$ cat src/rtl/sum_recover_pkg.sv
// Shared types and constants for the serial operand-recovery block.
package sum_recover_pkg;

  localparam int unsigned DefaultW = 3;

  typedef enum logic [1:0] {
    StIdle  = 2'd0,
    StShift = 2'd1,
    StDone  = 2'd2
  } state_e;

  // Wide enough to count 0..W+1.
  function automatic int unsigned cnt_width(input int unsigned w);
    return $clog2(w + 2);
  endfunction

endpackage

$ cat src/rtl/fsub_bit.sv
// Combinational 1-bit full subtractor: d = a - b - bin, bout is the borrow out.
module fsub_bit (
  input  logic a,
  input  logic b,
  input  logic bin,
  output logic d,
  output logic bout
);

  assign d    = a ^ b ^ bin;
  assign bout = (~a & b) | (~(a ^ b) & bin);

endmodule

$ cat src/rtl/sum_operand_recover.sv
// Recovers A = Y - B bit-serially (LSB first) and flags results that do not fit in W bits.
module sum_operand_recover
  import sum_recover_pkg::*;
#(
  parameter int unsigned W = DefaultW
) (
  input  logic         clk,
  input  logic         reset,
  input  logic         start,
  input  logic [W:0]   Y,
  input  logic [W-1:0] B,
  output logic         busy,
  output logic         done,
  output logic [W-1:0] A_out,
  output logic         err
);

  localparam int unsigned CntW = cnt_width(W);

  state_e            state_q, state_d;
  logic [W:0]        ys_q, ys_d;
  logic [W:0]        bs_q, bs_d;
  logic [W:0]        diff_q, diff_d;
  logic              borrow_q, borrow_d;
  logic [CntW-1:0]   cnt_q, cnt_d;
  logic              busy_q, busy_d;
  logic              done_q, done_d;
  logic [W-1:0]      a_q, a_d;
  logic              err_q, err_d;

  logic              d_bit;
  logic              bout;

  fsub_bit u_fsub_bit (
    .a    (ys_q[0]),
    .b    (bs_q[0]),
    .bin  (borrow_q),
    .d    (d_bit),
    .bout (bout)
  );

  always_comb begin
    state_d  = state_q;
    ys_d     = ys_q;
    bs_d     = bs_q;
    diff_d   = diff_q;
    borrow_d = borrow_q;
    cnt_d    = cnt_q;
    a_d      = a_q;
    err_d    = err_q;
    done_d   = 1'b0;
    // busy and done are registered, so they trail the state by one edge.
    busy_d   = (state_q == StShift);

    unique case (state_q)
      StIdle: begin
        if (start) begin
          ys_d     = Y;
          bs_d     = {1'b0, B};
          diff_d   = '0;
          borrow_d = 1'b0;
          cnt_d    = '0;
          state_d  = StShift;
        end
      end
      StShift: begin
        // Difference bits enter at the MSB so the LSB lands at bit 0 after W+1 shifts.
        diff_d   = {d_bit, diff_q[W:1]};
        ys_d     = ys_q >> 1;
        bs_d     = bs_q >> 1;
        borrow_d = bout;
        cnt_d    = cnt_q + CntW'(1);
        if (cnt_q == CntW'(W)) begin
          state_d = StDone;
        end
      end
      StDone: begin
        a_d     = diff_q[W-1:0];
        err_d   = borrow_q | diff_q[W];
        done_d  = 1'b1;
        state_d = StIdle;
      end
      default: begin
        state_d = StIdle;
      end
    endcase
  end

  always_ff @(posedge clk) begin
    if (reset) begin
      state_q  <= StIdle;
      ys_q     <= '0;
      bs_q     <= '0;
      diff_q   <= '0;
      borrow_q <= 1'b0;
      cnt_q    <= '0;
      busy_q   <= 1'b0;
      done_q   <= 1'b0;
      a_q      <= '0;
      err_q    <= 1'b0;
    end else begin
      state_q  <= state_d;
      ys_q     <= ys_d;
      bs_q     <= bs_d;
      diff_q   <= diff_d;
      borrow_q <= borrow_d;
      cnt_q    <= cnt_d;
      busy_q   <= busy_d;
      done_q   <= done_d;
      a_q      <= a_d;
      err_q    <= err_d;
    end
  end

  assign busy  = busy_q;
  assign done  = done_q;
  assign A_out = a_q;
  assign err   = err_q;

endmodule

$ cat config.mk
export PLATFORM = sky130hd
export DESIGN_NAME = sum_operand_recover
export DESIGN_NICKNAME = d
export VERILOG_FILES = /design/src/rtl/sum_recover_pkg.sv /design/src/rtl/fsub_bit.sv /design/src/rtl/sum_operand_recover.sv
export SDC_FILE = /design/constraint.sdc
export NUM_CORES = 1
export LEC_CHECK = 0
export CAP_MARGIN = 20
export CORE_MARGIN = 1
export CORE_UTILIZATION = 30
export DETAILED_ROUTE_END_ITERATION = 12
export PLACE_DENSITY = 0.6
export SYNTH_ARGS = -nofsm -noshare
export SYNTH_HDL_FRONTEND = slang
export SYNTH_HIERARCHICAL = 1
export SYNTH_SLANG_ARGS = --single-unit
$ cat constraint.sdc
create_clock -name clk -period 1.5 [get_ports clk]
set_input_delay 0.3 -clock clk [delete_from_list [all_inputs] [get_ports clk]]
set_output_delay 0.3 -clock clk [all_outputs]
set_load 0.01 [all_outputs]
# [Yosys cells after proc, flatten, opt, wreduce, memory -nomap -nowiden]
# Cells that the tools add are included.
[totals] elab_cells=42 inputBits=10 regBits=24
[classes] bitwise_logic=8 addsub=1 mux=14 n_reduce_logical=4 n_eq_ne=5
[ops] op="$pmux W4 S2" count=3
[ops] op="$mux W4" count=3
[ops] op="$pmux W3 S2" count=1
[ops] op="$mux W2" count=2
[ops] op="$pmux W2 S2" count=1
[ops] op="$reduce_and A2 Y1" count=2
[ops] op="$add A3 B1 Y3 const B" count=1
[ops] op="$eq A3 B2 Y1 const B" count=1
[ops] op="$mux W3" count=1
[ops] op="$and A1 B1 Y1" count=2
[ops] op="$eq A2 B1 Y1 const B" count=1
[ops] op="$eq A2 B2 Y1 const B" count=1
[ops] op="$logic_not A2 Y1" count=1
[ops] op="$mux W1" count=2
[ops] op="$ne A2 B1 Y1 const B" count=1
[ops] op="$ne A2 B2 Y1 const B" count=1
[ops] op="$not A1 Y1" count=2
[ops] op="$or A1 B1 Y1" count=2
[ops] op="$pmux W1 S2" count=1
[ops] op="$reduce_bool A2 Y1" count=1
[ops] op="$xor A1 B1 Y1" count=2

# [Longest topological paths before layout]
[logic_depth] depth_word=5 ltp_mapped=5 ltp_nobuf=5

# [By module]
# The synthesis kept the hierarchy.
[modules_own_cells] mod="sum_operand_recover" instances=1 area_each_um2=887.1 seq_area_each_um2=460.4 cells_each=79
[modules_own_cells] mod="fsub_bit" instances=1 area_each_um2=31.3 seq_area_each_um2=0.0 cells_each=4

# [Worst setup path before layout]
# OpenSTA, ideal clock, no wires.
[synth_path] path_type="register to register" start="reg borrow_q" end="reg diff_q[3]" slack_ns=0.397 path_stages_with_launch=4 synth_period_minus_slack_ns=1.103 n_path_buf=0 arrival_ns=0.986 path_cell_list="dfxtp_1 > inv_1 > fa_1 > a22o_1"
[synth_between] elab_chain_len=2
[synth_rtl] element="start: declaration" line_no="sum_operand_recover.sv:24" rtl="logic borrow_q, borrow_d;"
[synth_rtl] element="start signal: assignment" line_no="sum_operand_recover.sv:106" rtl="borrow_q <= borrow_d;"
[synth_rtl] element="$xor A1 B1 Y1" line_no="fsub_bit.sv:10" rtl="assign d = a ^ b ^ bin;"
[synth_rtl] element="net d_bit" line_no="sum_operand_recover.sv:31" rtl="logic d_bit;"
[synth_rtl] element="$pmux W4 S2" line_no="sum_operand_recover.sv:55" rtl="unique case (state_q)"
[synth_rtl] element="end signal: assignment" line_no="sum_operand_recover.sv:105" rtl="diff_q <= diff_d;"
[synth_rtl] element="end: declaration" line_no="sum_operand_recover.sv:23" rtl="logic [W:0] diff_q, diff_d;"
# The timed path passes the listed nets, and every way through them passes these cells.
# A chain may end at the register's enable or synchronous reset.

# [Worst setup path after layout]
[layout_path] start="reg state_q[1]" end="reg cnt_q[0]"
[layout_between] elab_chain_len=3 elab_cells_between_ends=6
[layout_rtl] element="start: declaration" line_no="sum_operand_recover.sv:20" rtl="state_e state_q, state_d;"
[layout_rtl] element="start signal: assignment" line_no="sum_operand_recover.sv:91" rtl="state_q <= StIdle;"
[layout_rtl] element="start signal: assignment" line_no="sum_operand_recover.sv:102" rtl="state_q <= state_d;"
[layout_rtl] element="$eq A2 B1 Y1 / $logic_not A2 Y1 (equally long branches)" line_no="sum_operand_recover.sv:55"
[layout_rtl] element="$reduce_bool A2 Y1 (no source line) / $ne A2 B2 Y1 (equally long branches)"
[layout_rtl] element="$reduce_and A2 Y1 (no source line)"
[layout_rtl] element="end signal: assignment" line_no="sum_operand_recover.sv:107" rtl="cnt_q <= cnt_d;"
[layout_rtl] element="end: declaration" line_no="sum_operand_recover.sv:25" rtl="logic [CntW-1:0] cnt_q, cnt_d;"
# Parallel ways exist; a longest one is shown, timed or not.

==> impl_metrics.json <==
{
  "clock-sinks": 23,
  "tightest_slew_ps": 408,
  "comb_power_share": 0.118,
  "finalMaxSlewViolations": 0,
  "violations": "design-rule violations",
  "cp_max_fo": 8,
  "drc_errors": 4,
  "detailed_place.area_um2": 1110,
  "max-slew-margin-rel": 0.728,
  "cts_tree": "yes",
  "antenna_found_initial": 0,
  "endpoint_kind": "flop",
  "grt_use_total": 0.112,
  "netSwitchingFraction": 0.240,
  "syn2layout_area_growth_pct": 24.0,
  "nets": 117,
  "die_w_um": 57.3,
  "num-fill-cells": 274,
  "syn-cell-area_um2": 918,
  "fin_crit_ps": 1230,
  "post-route-cell-area_um2": 1140,
  "synth_top_area_share": 0.501,
  "routedWlPerCell_um": 11.9,
  "leakagePower_nw": 0.500,
  "die_area_um2": 3290,
  "vias": 652,
  "gr-total-overflow": 0,
  "dp_hpwl_um": 1200,
  "grt_pass1_wl_um": 2790,
  "ys_top_cells_by_count": "23 x dfxtp_1, 11 x nor2_1, 9 x mux2i_1",
  "clockBufferDepth": 2,
  "htree_levels": 1,
  "seq_power_share": 0.614,
  "clock.fmax_ghz": 0.812,
  "clock_skew_ps": 4.79,
  "ctsRootBufferMaster": "clkbuf_4",
  "max_cap_viol_count": 0,
  "outcome": "finished with violations",
  "antenna_cells": 0,
  "final-hold-violation-count": 0,
  "p_total_w": 0.00106,
  "post-cts-setup-buffer-count": 0,
  "path_class": "reg2reg",
  "drtPass1Iterations": 8,
  "yosysWarnings": 6,
  "start_util": 0.325,
  "ios": 16,
  "ir_drop_uv": 313,
  "rsz0062_at_grt": "false",
  "design.core.area_um2": 2830,
  "cts_buffers": 3,
  "gp_congestion": 0.669,
  "die_h_um": 57.3,
  "start_kind": "flop",
  "synth_area_leaders": "dfxtp_1 50%, mux2i_1 9.8%, a22o_1 6.7%",
  "power_frac_clock": 0.267,
  "drt_iter0_drc": 16,
  "grt_pass1_vias": 651,
  "rows": 19,
  "finalSetupViolCount": 0,
  "syn_nets": 96,
  "clkTransAtPathRegs_ps": 120,
  "insertion_delay_ps": 310,
  "powerDensity_nw_per_um2": 931,
  "fin_util": 0.402,
  "ys_ff_latch": 23,
  "internal-power_w": 0.000806,
  "syn_inst": 83,
  "hold_path.class": "reg2reg",
  "portBuffers": 15,
  "synth_most_common_cell": "dfxtp_1",
  "drive_above_1_share": 0.136,
  "wl_um": 1600,
  "yosysSeqAreaShare": 0.501,
  "synthFlopType": "dfxtp_1",
  "switching_power_w": 0.000254,
  "postSynth.asyncResetShare": 0,
  "holdBufCountCts": 0,
  "yosysUniqueCellTypes": 22,
  "antenna_left": 0,
  "yosys.area.top_type": "dfxtp_1",
  "viasPerCell": 4.87,
  "grt_max_degree": 14,
  "synth_edf_count": 0,
  "fin_crit_sh": 0.821,
  "syn_avg_cell_area_um2": 11.1,
  "hold-worst-slack_ps": 489,
  "worstPathArrival_ps": 1450,
  "required_ps": 1720
}
## layout by cell type, fill, tap and decap left out, drive strengths merged, types with 2 or more instances in the layout
cell type	instances
dfxtp	23
nor2	12
mux2i	9
clkdlybuf4s50	9
a22o	7
inv	6
a211oi	6
buf	5
dlygate4sd2	4
clkbuf	3
nand4bb	2
o21ai	2
a21oi	2
ha	2
dlymetal6s2s	2
## flip-flops by register name (all words and copies together) (netlist names)
signal	count
busy	1
diff_q	4
cnt_q	3
done	1
borrow_q	1
bs_q	3
state_q	2
A_out	3
ys_q	4
err	1
## worst paths after layout
check,start,slack (ps),depth (start not counted),endpoint
min reg2reg,ys_q[3]$_SDFFE_PP0P_,490,2,ys_q[3]$_SDFFE_PP0P_
max,state_q[1]$_SDFFE_PP0P_,270,4,cnt_q[0]$_SDFFE_PP0P_
min,ys_q[3]$_SDFFE_PP0P_,490,2,ys_q[3]$_SDFFE_PP0P_
max reg2reg,state_q[1]$_SDFFE_PP0P_,270,4,cnt_q[0]$_SDFFE_PP0P_
## worst max-delay path, cell delays in order (launching register included)
cell and delay [ps]:
dfxtp_1 400, o21ba_2 290, nor2_2 30, buf_4 160
mux2_4 250
## per-stage QoR
step | setup TNS (ps) | setup WS [ps] | cells
global route | 0 | 213 | 134
floorplan | 0 | 397 | 83
CTS | 0 | 18.1 | 134
global placement | -1.16 | -1.16 | 130
finish | 0 | 269 | 134
detailed placement | -32.9 | -22.5 | 130
## routing by layer
| layer | GRT usage | part of all wire |
|---|---|---|
| met5 | 0 | 0 |
| met4 | 0.0627 | 0.017 |
| met3 | 0.0204 | 0.027 |
| met2 | 0.188 | 0.49 |
| met1 | 0.135 | 0.47 |
## final cells by class
cell class                      count  area (um^2)  area share
Clock buffer                        3         22.5      0.0198
Clock inverter                      1         5.00     0.00440
Inverter                            6         22.5      0.0198
Multi-Input combinational cell     50          402       0.353
Sequential cell                    23          460       0.404
Tap cell                           31         38.8      0.0341
Timing Repair Buffer               20          188       0.165
## power by group through the flow
stage	Combinational [W]	Sequential (W)	Clock, W
5_1_grt	0.000140	0.000655	0.000318
3_5_place_dp	0.000127	0.000665	0
3_3_place_gp	0.000122	0.000664	0
6_report	0.000125	0.000651	0.000283
4_1_cts	0.000127	0.000652	0.000298
2_1_floorplan	0.0000771	0.000661	0
## what timing repair did
| item | 4_1_cts | 5_1_grt |
|---|---|---|
| gates resized for setup | 4 | 2 |
| hold endpoints to repair | 0 | 0 |
| setup endpoints to repair | 4 | 2 |
## cell families after synthesis
kind of cell | Yosys count | share of synthesized area
and+or+nand+nor | 19 | 0.125
buffers and inverters | 10 | 0.0613
adders and majority gates | 3 | 0.0490
AOI/OAI and AO/OA | 18 | 0.149
muxes | 10 | 0.114
DFF | 23 | 0.501
(Power assumes the default switching activity.)
